**src/rtl/imem_pkg.sv**
```systemverilog
// Shared definitions for the instruction-memory subsystem: loader state encoding,
// default memory depth and the opcode constants used by the instruction memory.
package imem_pkg;

    typedef enum logic [2:0] {
        IDLE   = 3'd0,
        GET_LO = 3'd1,
        GET_HI = 3'd2,
        WRITE  = 3'd3,
        FINISH = 3'd4
    } loader_state_e;

    localparam int DEPTH_BYTES_DEFAULT = 32;

    // Major opcode field, bits [15:12] of each 16-bit instruction word.
    localparam logic [3:0] OP_NOP  = 4'h0;
    localparam logic [3:0] OP_ADD  = 4'h1;
    localparam logic [3:0] OP_SUB  = 4'h2;
    localparam logic [3:0] OP_AND  = 4'h3;
    localparam logic [3:0] OP_OR   = 4'h4;
    localparam logic [3:0] OP_LDI  = 4'h5;
    localparam logic [3:0] OP_LD   = 4'h6;
    localparam logic [3:0] OP_ST   = 4'h7;
    localparam logic [3:0] OP_BEQ  = 4'h8;
    localparam logic [3:0] OP_JMP  = 4'h9;
    localparam logic [3:0] OP_HALT = 4'hF;

endpackage

```
**src/rtl/imem_loader.sv**
```systemverilog
// Streams a byte-serial program image into the instruction memory as 16-bit halfword writes.
// Optional running checksum of written words is enabled by defining IMEM_LOADER_CHECKSUM_EN.
module imem_loader
    import imem_pkg::*;
#(
    parameter int ADDR_W      = 16,
    parameter int DEPTH_BYTES = DEPTH_BYTES_DEFAULT
) (
    input  logic              clk,
    input  logic              reset,
    input  logic              start,
    input  logic [ADDR_W-1:0] base_addr,
    input  logic [15:0]       len_words,
    input  logic              in_valid,
    input  logic [7:0]        in_data,
    output logic              in_ready,
    output logic              we,
    output logic [ADDR_W-1:0] waddr,
    output logic [15:0]       wdata,
    output logic              busy,
    output logic              done,
    output logic              error,
    output logic [15:0]       checksum
);

    localparam logic [ADDR_W-1:0] LAST_BYTE = ADDR_W'(DEPTH_BYTES - 1);

    loader_state_e     state_q;
    loader_state_e     state_d;
    logic [ADDR_W-1:0] addr_q;
    logic [15:0]       cnt_q;
    logic [7:0]        lo_q;
    logic [7:0]        hi_q;
    logic [ADDR_W-1:0] addr_hi;
    logic              in_range;
    logic              xfer;

    assign xfer     = in_valid && in_ready;
    assign addr_hi  = addr_q + ADDR_W'(1);
    // The high byte lands at addr_q+1; the whole halfword must fit inside the memory.
    assign in_range = (addr_hi <= LAST_BYTE);

    assign busy  = (state_q != IDLE);
    assign waddr = addr_q;
    assign wdata = {hi_q, lo_q};

    always_comb begin
        // NOTE: every signal driven here gets a default first, so no path can leave one unassigned and infer a latch.
        state_d  = state_q;
        in_ready = 1'b0;
        we       = 1'b0;
        done     = 1'b0;
        error    = 1'b0;
        unique case (state_q)
            IDLE: begin
                if (start) begin
                    state_d = (len_words == 16'd0) ? FINISH : GET_LO;
                end
            end
            GET_LO: begin
                in_ready = 1'b1;
                if (in_valid) state_d = GET_HI;
            end
            GET_HI: begin
                in_ready = 1'b1;
                if (in_valid) state_d = WRITE;
            end
            WRITE: begin
                if (in_range) begin
                    we      = 1'b1;
                    state_d = (cnt_q == 16'd1) ? FINISH : GET_LO;
                end else begin
                    error   = 1'b1;
                    state_d = IDLE;
                end
            end
            FINISH: begin
                done    = 1'b1;
                state_d = IDLE;
            end
            default: state_d = IDLE;
        endcase
    end

    always_ff @(posedge clk) begin
        // NOTE: state is updated with non-blocking assignments so every register samples pre-edge values.
        if (reset) begin
            state_q <= IDLE;
            addr_q  <= '0;
            cnt_q   <= '0;
            lo_q    <= '0;
            hi_q    <= '0;
        end else begin
            state_q <= state_d;
            unique case (state_q)
                IDLE: begin
                    if (start) begin
                        addr_q <= base_addr;
                        cnt_q  <= len_words;
                    end
                end
                GET_LO: if (xfer) lo_q <= in_data;
                GET_HI: if (xfer) hi_q <= in_data;
                WRITE: begin
                    if (in_range) begin
                        addr_q <= addr_q + ADDR_W'(2);
                        cnt_q  <= cnt_q - 16'd1;
                    end
                end
                default: ;
            endcase
        end
    end

`ifdef IMEM_LOADER_CHECKSUM_EN
    logic [15:0] sum_q;

    always_ff @(posedge clk) begin
        if (reset) begin
            sum_q <= '0;
        end else if (state_q == IDLE && start) begin
            sum_q <= '0;
        end else if (we) begin
            sum_q <= sum_q + wdata;
        end
    end

    assign checksum = sum_q;
`else
    assign checksum = '0;
`endif

endmodule

```
**config.mk**
```make
export PLATFORM = sky130hd
export DESIGN_NAME = imem_loader
export DESIGN_NICKNAME = d
export VERILOG_FILES = /design/src/rtl/imem_pkg.sv /design/src/rtl/imem_loader.sv
export SDC_FILE = /design/constraint.sdc
export NUM_CORES = 1
export LEC_CHECK = 0
export CORE_ASPECT_RATIO = 2
export CORE_MARGIN = 4
export CORE_UTILIZATION = 43
export DETAILED_ROUTE_END_ITERATION = 8
export HOLD_SLACK_MARGIN = 0.15
export PLACE_DENSITY = 0.77
export SYNTH_ARGS = -nofsm -noshare
export SYNTH_HDL_FRONTEND = slang
export SYNTH_SLANG_ARGS = --single-unit
```
**constraint.sdc**
```tcl
create_clock -name clk -period 2.7 [get_ports clk]
set_clock_uncertainty 0.15 [all_clocks]
set_input_delay 0.405 -clock clk [delete_from_list [all_inputs] [get_ports clk]]
set_output_delay 0.405 -clock clk [all_outputs]
set_load 0.02 [all_outputs]
```
# Word level (Yosys, flattened, before mapping)
# Index checks and enable logic that the tools add are counted.
[word_totals]
register_bits = 51
in_bits = 44
output_inout_bits = 53
elab_cells = 47
[classes]
addsub = 3
magnitude_cmp = 1
eq_ne = 9
n_mux = 19
n_reduce_logical = 10
[ops]
columns = ["operator", "count"]
rows = [
  ["$mux 16", 4],
  ["$pmux 16 s2", 2],
  ["$mux 3", 6],
  ["$add 16x1->16 const B", 1],
  ["$add 16x2->16 const B", 1],
  ["$eq 16x1->1 const B", 1],
  ["$le 16x5->1 const B", 1],
  ["$logic_not 16->1", 1],
  ["$sub 16x1->16 const B", 1],
  ["$pmux 3 s4", 1],
  ["$ne 2x2->1 const B", 4],
  ["$eq 3x2->1 const B", 2],
  ["$mux 1", 6],
  ["$reduce_and 3->1", 2],
  ["$reduce_and 2->1", 2],
  ["$eq 3x1->1 const B", 1],
  ["$eq 3x3->1 const B", 1],
  ["$logic_not 3->1", 1],
  ["$reduce_bool 3->1", 1],
  ["$reduce_bool 2->1", 1],
  ["$reduce_or 2->1", 1],
  ["$logic_and 1x1->1", 1],
]

# Longest topological paths before layout
# Gate-level depths: netlist (run 1).
[depth]
word_depth = 5
mapped_depth = 10
ltp_nobuf = 8

# Worst setup path before layout (run 1)
# Ideal clock, no wire load.
[synth_path]
kind = "reg2reg"
start = "register addr_q[1], in the netlist waddr[1]"
end = "register cnt_q[0]"
setup_ps = 101
arrival_ps = 2952
t_required_ps = 2449
path_slack_ps = -504
path_stages_with_launch = 9
path_cell_list = "dfxtp_1 -> ha_1 -> and4_4 -> a311o_1 -> a21oi_1 -> o21ai_2 -> nor4_1 -> nor2_1 -> o41ai_1"
[synth_via]
elab_chain_len = 4
[synth_rtl]
columns = ["element", "line", "text"]
rows = [
  ["start, declared", "imem_loader.sv:30", "logic [ADDR_W-1:0] addr_q;"],
  ["start signal, assigned", "imem_loader.sv:98", "addr_q <= base_addr;"],
  ["start signal, assigned", "imem_loader.sv:106", "addr_q <= addr_q + ADDR_W'(2);"],
  ["$add 16x1->16", "imem_loader.sv:39", "assign addr_hi = addr_q + ADDR_W'(1);"],
  ["$le 16x5->1", "imem_loader.sv:41", "assign in_range = (addr_hi <= LAST_BYTE);"],
  ["$ne 2x2->1 (no line)", "-", ""],
  ["$reduce_and 3->1 (no line)", "-", ""],
  ["end signal, assigned", "imem_loader.sv:99", "cnt_q <= len_words;"],
  ["end signal, assigned", "imem_loader.sv:107", "cnt_q <= cnt_q - 16'd1;"],
  ["end, declared", "imem_loader.sv:31", "logic [15:0] cnt_q;"],
]
# No other way between the ends.
# A chain may end at the register's enable or synchronous reset.

# Final worst setup path (run 1)
[layout_path]
start = "register addr_q[2], in the netlist waddr[2]"
end = "register cnt_q[0]"
# The elaborated chain is that of the path after synthesis.

==> metrics, run 1 <==
initial antenna violation count=0; Critical Path AT=~2700 ps; Tmin final=2710 ps; post-route ant nets=0; Async S/R FF share, synth=0%; Avg WL per Cell=~19 um; cts bufs inserted=5; most frequent cells in the layout=clkdlybuf4s50_1 (77), buf_4 (53), nor2_1 (51); final setup fails=3; Gate Count Post-Synth=399; die width=around 70 um; Max Fclk=368 MHz; crit start category=flip-flop; DRC Markers=0; outcome=finished with violations; first-pass GRT wire length=17.7 mm; Row Count=44; switching pwr=0.000792 W; Mapped Area=3270 um^2; yosys warns=0; Diodes inserted=0; via-per-instance ratio=between 6 and 7; Final period util=101%; DP Worst Slack=-141 ps; internal power=0.00152 W; clk buf depth=2; largest fanout on the critical path=6; hold_buf cts=0; flops & latches, synth=51; clk sinks=51; Ports=97; DR vias=3775; DR iter-0 viols=260; top_reg_cell synth=dfxtp_1; leakage=about 1.8 nW; vias in the first global route=3776; Critical-path top delay cell=or4_4; Area growth syn-to-layout=45.2%; CP max stage delay=~600 ps; required time of the critical path=around 2700 ps; synth top area cells=dfxtp_1 (31%), mux2i_1 (6.1%), nor2_1 (6.0%), buf_4 (4.6%), a21oi_1 (3.5%); Yosys top cell area share=31.2%; failing checks=negative setup slack; Comb pwr share=33.6%; RSZ-0062 raised after global routing=yes; # nets final=566; largest net degree at the start of global routing=36; clock root buffer=clkbuf_16; Fin. Hold Viols=0; Fin Hold WS=310 ps; Core Area=7320 um^2; Tot GR Track Use=between 20% and 30%; H-tree levels=2; CTS tree=yes; max-slew violations=0; Power per Cell Area=~490 nW/um^2; Worst-Skew Late Latency=300 ps; CP Class=flip-flop to flip-flop; grt total ovfl=0; fraction of layout cells with a size suffix above 1=between 20% and 30%; design area=4750 um^2; Sequential Power Share=38.0%; maxcap violations=0; Final HPWL DP=8.32 mm; Worst setup EP type=flip-flop; distinct cell type count after synthesis=65; Slew HR=42.7%; DP Area=4390 um^2; final wirelength=11.6 mm; Clock Power Share=28.4%; number of flops mapped to enable cells by yosys=0; Port Buf Inserts=80; Syn Area/Cell=around 8.2 um^2; die area=9160 um^2; final RePlAce weighted congestion=0.948; area leader, netlist=dfxtp_1; peak supply drop=0.564 mV; initial core utilization=about 45%; Worst Setup Slack, final=-14.8 ps; number of detailed-route iterations in the first pass=5; final std cells w/o fill=612; crit-path cells=ha_4 > nand4_1 > nor4_1 > o2111ai_1 > and2_4 > buf_6 > or4_4 > buf_6 > o2111ai_1 > o41ai_1; post-synthesis sequential area ratio=between 30% and 40%; Worst Max-Slew Pin Slew=856 ps; Die Ht=131 um; HP Class=flip-flop to flip-flop; commonest non-fill, non-tap cell in the layout=clkdlybuf4s50_1; Switching Share=34.3%; clock-pin transition on the worst setup and hold timing paths=approximately 70 ps; Placed Cells incl. Taps=600
-- cell usage after synthesis (all sizes together), types with 6 or more instances --
cell    number
nor4        14
and2         6
inv         11
and3         7
a21oi       24
nand3       12
dfxtp       51
nand4        8
nand2       25
nor3        20
a211oi       7
o21ai       17
buf         31
nor2        52
a32o         7
mux2i       20
clkbuf      10
o22ai        7
-- critical path, delay by kind of cell (launching register included) --
kind	cells	cell delay (ps)
adder cells (fa/ha/maj)	1	150
AO/OA/AOI/OAI	3	350
flip-flops	1	350
AND/OR/NAND/NOR	4	1280
buffers and inverters	2	300
-- per-stage QoR --
step           utilization (%)  TNS, ps  power, W
3_3_place_gp              59.9     -925   0.00158
5_1_grt                   64.9    -1010   0.00240
2_1_floorplan                -        0   0.00129
3_5_place_dp              59.9    -1650   0.00159
6_report                  64.9    -27.8   0.00231
4_1_cts                   63.3    -1.32   0.00227
-- power by group through the flow --
stage	sequential, W	clock [W]	combinational (W)
global placement	0.000883	0	0.000696
global route	0.000884	0.000696	0.000824
detailed placement	0.000886	0	0.000706
floorplan	0.000912	0	0.000379
CTS	0.000874	0.000668	0.000733
finish	0.000878	0.000657	0.000777
-- path summary, 6_finish.rpt --
check | slack [ps] | cells after the start | start | end
worst max register to register | -10 | 10 | waddr[2] | cnt_q[0]
worst max-delay path | -10 | 10 | waddr[2] | cnt_q[0]
worst min-delay path | 310 | 2 | cnt_q[9] | cnt_q[9]
worst min register to register | 310 | 2 | cnt_q[9] | cnt_q[9]
-- timing repair --
action	CTS	global route
setup endpoints to repair	26	27
setup buffers	0	2
pin swaps	6	17
gates cloned	1	1
endpoints found under the hold margin	0	0
gates resized for setup	36	21
-- routing by layer --
metal	routed length (um)	up-vias	global-route usage [%]
met5	0	-	0
met4	682	0	15.9
met3	737	57	4.20
met2	6270	216	45.4
met1	3950	1785	22.2
li1	-	1717	-
-- state kept, by name, indices dropped and copies added (netlist names) --
signal / count
cnt_q: 16
waddr: 16
hi_q: 8
lo_q: 8
state_q: 3
-- cells by family after synthesis --
kind of cell,share of synthesized area (%)
AND/OR/NAND/NOR,25.9
AO/OA/AOI/OAI,24.3
buffers and inverters,11.0
flip-flops,31.2
multiplexers,6.11
adder cells (fa/ha/maj),1.15
other,0.115
XOR/XNOR,0.268
-- cell type report --
type                       count  area [um^2]
fill                         590         2570
multi-input combinational    310         2110
timing repair buffer         139         1280
sequential                    51         1050
clock buffer                   5          125
tap                           92          115
inverter                      12         45.0
clock inverter                 3         26.3
Power figures use the tool's default switching activity.
==> inputs of run 2 (changes only) <==
Settings changed: SETUP_SLACK_MARGIN from default to 0.2.
==> run 2 against run 1 <==
The flow now finishes without violations. Non-clock buffer count rose by 3. Cell area about the same. Wire length shrank 2.0%. Critical path depth is 3 lower. Maximum frequency is 1.3% higher. Combinational power about the same. Critical path type is now flip-flop to output pin. Critical endpoint is now we.
==> metrics, run 2 (same netlist as run 1, synthesis figures left out) <==
Critical Path AT=between 2000 and 2500 ps; most frequent cells in the layout=clkdlybuf4s50_1 (78), buf_4 (57), nor2_1 (50); largest net degree at the start of global routing=41; clk buf depth=2; final std cells w/o fill=614; Worst R2R Path Depth=9; final wirelength=11.4 mm; Slew HR=66.5%; worst reg2reg startpoint=waddr[2]; CTS tree=yes; cts bufs inserted=5; CP Class=flip-flop to output pin; Final HPWL DP=8.56 mm; Top delay family on crit path=simple AND/OR/NAND/NOR gates; commonest non-fill, non-tap cell in the layout=clkdlybuf4s50_1; initial core utilization=44.7%; max-slew violations=0; HP Class=flip-flop to flip-flop; peak supply drop=0.466 mV; Port Buf Inserts=80; Core Area=7320 um^2; r2r setup slk=20 ps; clk sinks=51; DRC Markers=0; leakage=1.80 nW; Hold Crit Start=cnt_q[6]; via-per-instance ratio=5.99; vias in the first global route=roughly 3700; outcome=finished clean; H-tree levels=2; Util after Layout=64.9%; largest fanout on the critical path=5; Tot GR Track Use=24.3%; Reg2Reg Capture Point=cnt_q[4]; Tmin final=2680 ps; Fin Hold WS=322 ps; Worst Max-Slew Pin Slew=499 ps; Worst-Skew Late Latency=roughly 300 ps; post-route ant nets=0; Power per Cell Area=a little under 500 nW/um^2; area taken by multi-input logic gates=about 2100 um^2; CP max stage delay=380 ps; die area=9160 um^2; DR vias=3678; Fin. Hold Viols=0; clock root buffer=clkbuf_16; Avg WL per Cell=~19 um; clock-pin transition on the worst setup and hold timing paths=70 ps; Reg area=1050 um^2; Final period util=between 90% and 100%; # nets final=568; Row Count=44; Max Fclk=373 MHz; Ports=97; maxcap violations=0; Placed Cells incl. Taps=600; initial antenna violation count=0; hold_buf cts=0; first-pass GRT wire length=18.1 mm; Worst Hold Depth=2; die width=69.7 um; crit start category=flip-flop; Die Ht=131 um; number of detailed-route iterations in the first pass=5; Worst setup EP type=output pin; final RePlAce weighted congestion=slightly below 1; Hold Path Sink=cnt_q[6]; Fillers=622; Critical-path top delay cell=dfxtp_4; final setup fails=0; Area growth syn-to-layout=45.2%; Diodes inserted=0; DR iter-0 viols=256; Critical path buffers and inverters=1; fraction of layout cells with a size suffix above 1=24.5%; required time of the critical path=around 2100 ps; crit-path cells=ha_4 > nand4_1 > nor4_2 > o2111ai_1 > and2_4 > nor4_4 > buf_4; grt total ovfl=0; RSZ-0062 raised after global routing=yes
run 2: metal layers:
layer	up-vias	track usage [%]	routed length [um]
met5	-	0	0
met4	0	14.5	651
met3	44	5.35	722
met2	176	44.9	6170
met1	1753	24.2	3860
li1	1705	-	-
run 2: per-stage QoR:
step	setup WS, ps	setup TNS (ps)	instance area, um^2	total power (W)
global placement	-60.6	-91.8	4420	0.00160
CTS	55.7	0	4640	0.00229
detailed placement	-101	-146	4420	0.00161
floorplan	147	0	3400	0.00130
finish	19.4	0	4750	0.00231
global route	-53.4	-430	4750	0.00241
run 2: worst reg2reg max path, delay by kind of cell (launching register included):
family	cells	cell delay (ps)
simple gates	4	1310
fa+ha+maj	1	160
compound gates	3	390
flops	1	380
buf+inv	1	170
run 2: power breakdown:
part / leakage [nW] / switching [W] / internal, W
Combinational: 1.31 / 0.000420 / 0.000356
Sequential: 0.424 / 0.0000646 / 0.000811
Clock: 0.0748 / 0.000309 / 0.000353
Total: 1.80 / 0.000794 / 0.00152
run 2: area by class of cell:
type,instances,share of cell area [%]
Sequential cell,51,22.1
Clock inverter,3,0.553
Multi-Input combinational cell,309,44.2
Tap cell,92,2.42
Timing Repair Buffer,142,27.1
Clock buffer,5,2.63
Inverter,12,0.948
run 2: what timing repair did:
| item | in CTS | in global routing |
|---|---|---|
| pin swaps | 18 | 12 |
| gates resized for setup | 26 | 19 |
| endpoints found under the setup margin | 33 | 34 |
| hold endpoints to repair | 0 | 0 |
| setup buffers | 3 | 3 |
run 2: worst max path at each step:
stage	from	end	cells after the start
floorplan	waddr[1]	cnt_q[2]	10
global route	waddr[2]	waddr[10]	10
detailed placement	waddr[2]	we	7
finish	waddr[2]	we	7
CTS	waddr[9]	cnt_q[4]	9
global placement	waddr[2]	we	7
